==> src/rtl/mem_access_unit.sv <==
// Byte-addressed load/store front end: decodes MIPS-style memory ops, drives an
// address/data handshake memory port and returns a registered response.
module mem_access_unit #(
    parameter int unsigned ADDR_W      = 32,
    parameter int unsigned TIMEOUT_CYC = 16
) (
    input  logic              clk,
    input  logic              reset,
    input  logic              req_valid,
    output logic              req_ready,
    input  logic [3:0]        req_op,
    input  logic [ADDR_W-1:0] req_addr,
    input  logic [31:0]       req_wdata,
    input  logic [31:0]       req_rt_old,
    output logic              resp_valid,
    input  logic              resp_ready,
    output logic [31:0]       resp_rdata,
    output logic [1:0]        resp_err,
    output logic              mem_req,
    output logic              mem_wr,
    output logic [3:0]        mem_wstrb,
    output logic [ADDR_W-1:0] mem_addr,
    output logic [31:0]       mem_wdata,
    input  logic              mem_addr_ok,
    input  logic              mem_data_ok,
    input  logic [31:0]       mem_rdata
);

    localparam logic [3:0] OpLb  = 4'b0000;
    localparam logic [3:0] OpLbu = 4'b0001;
    localparam logic [3:0] OpLh  = 4'b0010;
    localparam logic [3:0] OpLhu = 4'b0011;
    localparam logic [3:0] OpLw  = 4'b0100;
    localparam logic [3:0] OpLwl = 4'b0101;
    localparam logic [3:0] OpLwr = 4'b0110;
    localparam logic [3:0] OpSb  = 4'b1000;
    localparam logic [3:0] OpSh  = 4'b1001;
    localparam logic [3:0] OpSw  = 4'b1010;
    localparam logic [3:0] OpSwl = 4'b1011;
    localparam logic [3:0] OpSwr = 4'b1100;

    localparam bit          TimeoutEn  = (TIMEOUT_CYC != 0);
    localparam logic [16:0] TimeoutVal = 17'(TIMEOUT_CYC);

    typedef enum logic [1:0] {StIdle, StAddr, StData, StResp} state_e;

    state_e            r_state;
    logic              r_req_ready;
    logic              r_resp_valid;
    logic [31:0]       r_resp_rdata;
    logic [1:0]        r_resp_err;
    logic              r_mem_req;
    logic              r_mem_wr;
    logic [3:0]        r_mem_wstrb;
    logic [ADDR_W-1:0] r_mem_addr;
    logic [31:0]       r_mem_wdata;
    logic [3:0]        r_op;
    logic [1:0]        r_off;
    logic [31:0]       r_rt_old;
    logic [15:0]       r_cnt;

    logic [1:0]  w_off;
    logic [4:0]  w_shamt;
    logic        w_legal;
    logic        w_misal;
    logic [31:0] w_st_data;
    logic [3:0]  w_st_strb;
    logic [7:0]  w_byte;
    logic [15:0] w_half;
    logic [31:0] w_load;
    logic [16:0] w_cnt_inc;
    logic        w_timeout;

    // Request decode: legality, alignment and lane-aligned store data/strobes.
    always_comb begin
        w_off     = req_addr[1:0];
        w_shamt   = {w_off, 3'b000};
        w_legal   = 1'b1;
        w_misal   = 1'b0;
        w_st_data = 32'h0;
        w_st_strb = 4'b0000;
        case (req_op)
            OpLb, OpLbu, OpLwl, OpLwr: ;
            OpLh, OpLhu: w_misal = req_addr[0];
            OpLw:        w_misal = |req_addr[1:0];
            OpSb: begin
                w_st_data = {4{req_wdata[7:0]}};
                w_st_strb = 4'b0001 << w_off;
            end
            OpSh: begin
                w_misal   = req_addr[0];
                w_st_data = {2{req_wdata[15:0]}};
                w_st_strb = w_off[1] ? 4'b1100 : 4'b0011;
            end
            OpSw: begin
                w_misal   = |req_addr[1:0];
                w_st_data = req_wdata;
                w_st_strb = 4'b1111;
            end
            OpSwl: begin
                // 3 - off == ~off for a 2-bit offset
                w_st_data = req_wdata >> {~w_off, 3'b000};
                w_st_strb = 4'b1111 >> ~w_off;
            end
            OpSwr: begin
                w_st_data = req_wdata << w_shamt;
                w_st_strb = 4'b1111 << w_off;
            end
            default: w_legal = 1'b0;
        endcase
    end

    // Load result formation from the returned word and the latched request.
    always_comb begin
        w_byte = mem_rdata[{r_off, 3'b000} +: 8];
        w_half = r_off[1] ? mem_rdata[31:16] : mem_rdata[15:0];
        w_load = 32'h0;
        case (r_op)
            OpLb:  w_load = {{24{w_byte[7]}}, w_byte};
            OpLbu: w_load = {24'h0, w_byte};
            OpLh:  w_load = {{16{w_half[15]}}, w_half};
            OpLhu: w_load = {16'h0, w_half};
            OpLw:  w_load = mem_rdata;
            OpLwl: begin
                case (r_off)
                    2'd0:    w_load = {mem_rdata[7:0], r_rt_old[23:0]};
                    2'd1:    w_load = {mem_rdata[15:0], r_rt_old[15:0]};
                    2'd2:    w_load = {mem_rdata[23:0], r_rt_old[7:0]};
                    default: w_load = mem_rdata;
                endcase
            end
            OpLwr: begin
                case (r_off)
                    2'd0:    w_load = mem_rdata;
                    2'd1:    w_load = {r_rt_old[31:24], mem_rdata[31:8]};
                    2'd2:    w_load = {r_rt_old[31:16], mem_rdata[31:16]};
                    default: w_load = {r_rt_old[31:8], mem_rdata[31:24]};
                endcase
            end
            default: w_load = 32'h0;
        endcase
    end

    assign w_cnt_inc = {1'b0, r_cnt} + 17'd1;
    assign w_timeout = TimeoutEn && (w_cnt_inc == TimeoutVal);

    always_ff @(posedge clk or posedge reset) begin
        if (reset) begin
            r_state      <= StIdle;
            r_req_ready  <= 1'b0;
            r_resp_valid <= 1'b0;
            r_resp_rdata <= 32'h0;
            r_resp_err   <= 2'b00;
            r_mem_req    <= 1'b0;
            r_mem_wr     <= 1'b0;
            r_mem_wstrb  <= 4'b0000;
            r_mem_addr   <= '0;
            r_mem_wdata  <= 32'h0;
            r_op         <= 4'h0;
            r_off        <= 2'b00;
            r_rt_old     <= 32'h0;
            r_cnt        <= 16'h0;
        end else begin
            unique case (r_state)
                StIdle: begin
                    if (req_valid && r_req_ready) begin
                        r_req_ready <= 1'b0;
                        r_op        <= req_op;
                        r_off       <= w_off;
                        r_rt_old    <= req_rt_old;
                        r_cnt       <= 16'h0;
                        if (!w_legal || w_misal) begin
                            r_resp_valid <= 1'b1;
                            r_resp_err   <= w_legal ? 2'b01 : 2'b11;
                            r_resp_rdata <= 32'h0;
                            r_state      <= StResp;
                        end else begin
                            r_mem_req   <= 1'b1;
                            r_mem_wr    <= req_op[3];
                            r_mem_wstrb <= w_st_strb;
                            r_mem_addr  <= {req_addr[ADDR_W-1:2], 2'b00};
                            r_mem_wdata <= w_st_data;
                            r_state     <= StAddr;
                        end
                    end else begin
                        r_req_ready <= 1'b1;
                    end
                end
                StAddr: begin
                    // An address accept on the timeout cycle still wins.
                    if (mem_addr_ok) begin
                        r_mem_req <= 1'b0;
                        r_state   <= StData;
                    end else if (w_timeout) begin
                        r_mem_req    <= 1'b0;
                        r_resp_valid <= 1'b1;
                        r_resp_err   <= 2'b10;
                        r_resp_rdata <= 32'h0;
                        r_state      <= StResp;
                    end else begin
                        r_cnt <= w_cnt_inc[15:0];
                    end
                end
                StData: begin
                    if (mem_data_ok) begin
                        r_resp_valid <= 1'b1;
                        r_resp_err   <= 2'b00;
                        r_resp_rdata <= w_load;
                        r_state      <= StResp;
                    end
                end
                StResp: begin
                    if (resp_ready) begin
                        r_resp_valid <= 1'b0;
                        r_req_ready  <= 1'b1;
                        r_state      <= StIdle;
                    end
                end
                default: r_state <= StIdle;
            endcase
        end
    end

    assign req_ready  = r_req_ready;
    assign resp_valid = r_resp_valid;
    assign resp_rdata = r_resp_rdata;
    assign resp_err   = r_resp_err;
    assign mem_req    = r_mem_req;
    assign mem_wr     = r_mem_wr;
    assign mem_wstrb  = r_mem_wstrb;
    assign mem_addr   = r_mem_addr;
    assign mem_wdata  = r_mem_wdata;

endmodule

==> config.mk <==
export PLATFORM = sky130hd
export DESIGN_NAME = mem_access_unit
export DESIGN_NICKNAME = d
export VERILOG_FILES = /design/src/rtl/mem_access_unit.sv
export SDC_FILE = /design/constraint.sdc
export NUM_CORES = 1
export LEC_CHECK = 0
export CAP_MARGIN = 30
export CORE_MARGIN = 5
export CORE_UTILIZATION = 30
export DETAILED_ROUTE_END_ITERATION = 6
export MAX_ROUTING_LAYER = met4
export PLACE_DENSITY_LB_ADDON = 0.3
export SLEW_MARGIN = 20
export SYNTH_ARGS = -nofsm -noshare
export SYNTH_HDL_FRONTEND = slang
export SYNTH_SLANG_ARGS = --single-unit
export TNS_END_PERCENT = 10
==> constraint.sdc <==
create_clock -name clk -period 5.65 [get_ports clk]
set_input_delay 0.8475 -clock clk [delete_from_list [all_inputs] [get_ports clk]]
set_output_delay 0.8475 -clock clk [all_outputs]
set_load 0.03 [all_outputs]
==> metrics.md <==
| Metric | Value |
|---|---|
| Vias | 8927 |
| Hold_sp | mem_wdata[13]$_DFFE_PP0P_ |
| Post-Synth XOR/XNOR Area | 0.183% |
| Non-filler cells, final | 1592 |
| CTS buffer count | 17 |
| Ys async rst share | 100% |
| Drt drc | 1 |
| R2R setup slack | 2.12 ns |
| CTS tree | yes |
| Final setup fails | 0 |
| Slew @ Worst Pin | 0.897 ns |
| Failing checks | design-rule violations |
| Crit start category | input port |
| Area grow syn2layout | 34.3% |
| Final Max Slew Viols | 0 |
| Yosys top cell by area | dfrtp_1 |
| CTS-repair resized insts | 0 |
| Peak supply drop | 0.000252 V |
| Combinational Power Share | 51.9% |
| Sw Pwr | 2.84 mW |
| Initial drt markers | 968 |
| Layout cell share with drive strength beyond 1 | 15.7% |
| Worst Path Required | 5.98 ns |
| Total grt overflow | 0 |
| Initial antenna violation count | 1 |
| Net Sw Frac | 43.6% |
| Worst r2r path cells | 8 |
| Die width | 189 um |
| Clock share of power | 17.7% |
| Cell area after synthesis | 9590 um^2 |
| 1st-pass router iterations | 7 |
| DP Cell Count | 1558 |
| Largest net degree at the start of global routing | 88 |
| Leakage Power | 5.40 nW |
| Core ar. | 31600 um^2 |
| Ranking of synthesized cells by area | dfrtp_1 (42%), mux2_2 (9.4%), nand2_1 (5.4%) |
| Mapped Cells | 974 |
| Top_reg_cell synth | dfrtp_1 |
| # fillers | 3087 |
| Seq/Total Area, Yosys | 41.7% |
| Final worst slack | 1.97 ns |
| Main combinational cell family by area after synthesis | compound AO/OA/AOI/OAI gates |
| Post-CTS Hold Fix Bufs | 0 |
| Wirelength per Cell | 21.5 um |
| Commonest cells after routing, fill and taps aside | clkdlybuf4s50_1 (241), dfrtp_1 (160), nand2_1 (138) |
| Setup Fix Bufs, Post-CTS | 0 |
| Die Ht | 189 um |
| Seq pwr share | 30.5% |
| Syn_area_per_cell | 9.85 um^2 |
| Worst slack, placed | 1.47 ns |
| Period utilisation layout | 65.2% |
| Post-Synth Simple-Gate Area | 12.9% |
| Final hold vios | 0 |
| Final wirelength | 34.3 mm |
| Crit-path max FO | 67 |
| Die area | 35700 um^2 |
| Commonest non-fill, non-tap cell in the layout | clkdlybuf4s50_1 |
| Crit path buf inv count | 2 |
| Setup tns final | 0 ns |
| Post-synth EDFFs | 0 |
| Detailed Place HPWL | 24.7 mm |
| Worst Hold Endpoint | mem_wdata[13]$_DFFE_PP0P_ |
| Post-Synth Adder-Cell Area | 0.783% |
| Starting Density | 30.4% |
| WHS Path Cells | 2 |
| Compound-Gate Fraction of Synth Area | 21.5% |
| Slew HR | 40.2% |
| Nets | 1320 |
| IO Count | 244 |
| Worst path arrival time | 4.02 ns |
| Min Tclk post-route | 3.68 ns |
| Crit path kind | input port to flip-flop |
| Max clock buf depth | 2 |
| Internal | 3.69 mW |
| Max-Cap Viols | 0 |
| Vias per std cell | 5.61 |
| Unrepaired setup endpoints after global routing | false |
| Pwr dens | 507 nW/um^2 |
| CP peak stage delay | 0.85 ns |
| Synth top area share | 41.7% |
| Global-route wire length before repair | 52.6 mm |
| Synth Warn # | 0 |
| Clock slew at reported path FFs | 0.07 ns |
| Count of different cell masters after synthesis | 72 |
| Yosys reg bits | 160 |
| Family with the most delay on the worst path | buffers and inverters |
| Worst skew pair latency | 0.45 ns |
| Post-route ant nets | 0 |
| GRT Util Overall | 19.3% |
| RD Place Congestion | 0.906 |
| Rows | 65 |
| Reg2reg start | r_cnt[4]$_DFFE_PP0P_ |
| Worst path cell trace | clkdlybuf4s50_1 -> or3b_1 -> a211o_1 -> o311ai_1 -> or2_4 -> buf_4 -> mux2_2 |
| Clock sinks | 160 |
| Vias in the first global route | 8802 |
| Worst path slowest cell | clkdlybuf4s50_1 |
| CP endpoint kind | flip-flop |
| H-tree depth | 4 |
| Status | finished, violations left |
| Root buffer cell | clkbuf_16 |
| Worst r2r dst | resp_rdata[16]$_DFFE_PP0P_ |
| Hold slack | 0.482 ns |
| Fmax | 0.272 GHz |
| Post-synthesis mux area share | 18.4% |
| Number of port buffers | 241 |
| Fin Clk Skew | 0.0173 ns |
| Worst min path class | flip-flop to flip-flop |
==> sequential cells by signal, indices dropped and copies added (netlist names) <==
| name | count |
|---|---|
| mem_addr | 30 |
| resp_err | 2 |
| req_ready | 1 |
| mem_wr | 1 |
| resp_valid | 1 |
| r_op | 4 |
| mem_wdata | 32 |
| r_cnt | 16 |
| r_state | 2 |
| mem_req | 1 |
| resp_rdata | 32 |
| mem_wstrb | 4 |
| r_off | 2 |
| r_rt_old | 32 |
==> worst max path at each step <==
stage                                             to  cells after the start      start  slack, ns
after detailed placement     mem_addr[8]$_DFFE_PP0P_                      7  req_op[2]       1.47
after CTS                    mem_addr[4]$_DFFE_PP0P_                      7  req_op[2]       1.95
after floorplan             mem_addr[10]$_DFFE_PP0P_                      1      reset       0.48
after global placement    resp_rdata[16]$_DFFE_PP0P_                      8  req_op[2]       1.55
final                        mem_addr[4]$_DFFE_PP0P_                      7  req_op[2]       1.97
after global routing        mem_addr[29]$_DFFE_PP0P_                      7  req_op[2]       1.74
==> logic make-up (layout without fill, tap and decap cells) <==
family                     count (synthesis)  count (layout)
buffers and inverters                     92             306
muxes                                    143             143
AOI/OAI and AO/OA                        309             309
other                                      1               3
and+or+nand+nor                          261             261
DFF                                      160             160
adders and majority gates                  6               6
xor gates and xnor gates                   2               2
==> worst min-delay path, delay by kind of cell, from the launching register on <==
kind	cells	cell delay (ns)
DFF	1	0.34
AOI/OAI and AO/OA	1	0.06
and+or+nand+nor	1	0.05
==> metal layers <==
layer  part of all wire, %  global-route usage (%)  up-vias
met4                   2.1                    5.35        0
met3                   9.2                    5.21       47
met1                    42                    25.3     4329
met5                     0                       -        -
li1                      -                       -     4072
met2                    46                    29.8      479
==> cell type report <==
class	instances	area (um^2)	area share (%)
clock buffers	17	425	3.30
multi-input cells	723	5170	40.2
well taps	402	503	3.91
inverters	12	50.0	0.389
repair buffers	262	2580	20.0
flip-flops and latches	160	4000	31.1
diodes	1	2.50	0.0194
clock inverters	15	143	1.11
==> through the flow <==
step           power [mW]  util [%]  area [um^2]
5_1_grt              6.91      40.8        12900
2_1_floorplan        4.16         -         9600
4_1_cts              6.59      40.8        12900
3_3_place_gp         5.34      38.8        12300
3_5_place_dp         5.41      39.0        12300
6_report             6.53      40.8        12900
==> cells in the mapped netlist (5+ instances only) <==
master    instances
mux2_2           80
ha_1              6
nand3_1          14
o22ai_1          12
mux2_4           29
a22oi_1          16
a22o_1            8
a31oi_1          14
nand2_1         138
buf_2             9
dfrtp_1         160
or3_1             5
a222oi_1         38
a21oi_1          75
buf_1            17
a221oi_1         10
inv_1            12
a21o_1           20
nor3_1           11
o21ai_0          82
nand4_1           5
nor4_1            5
and3_1            7
nor2_1           36
mux2i_1          27
mux4_2            7
nand2b_1          7
clkbuf_1         46
==> power groups by stage <==
stage | Clock (mW) | Sequential, mW | Combinational (mW)
floorplan | 0 | 2.49 | 1.67
global placement | 0 | 2.00 | 3.34
detailed placement | 0 | 2.01 | 3.40
CTS | 1.19 | 1.99 | 3.41
global route | 1.23 | 2.05 | 3.63
finish | 1.15 | 1.99 | 3.39
No activity file was read; power rests on OpenSTA's default activity.
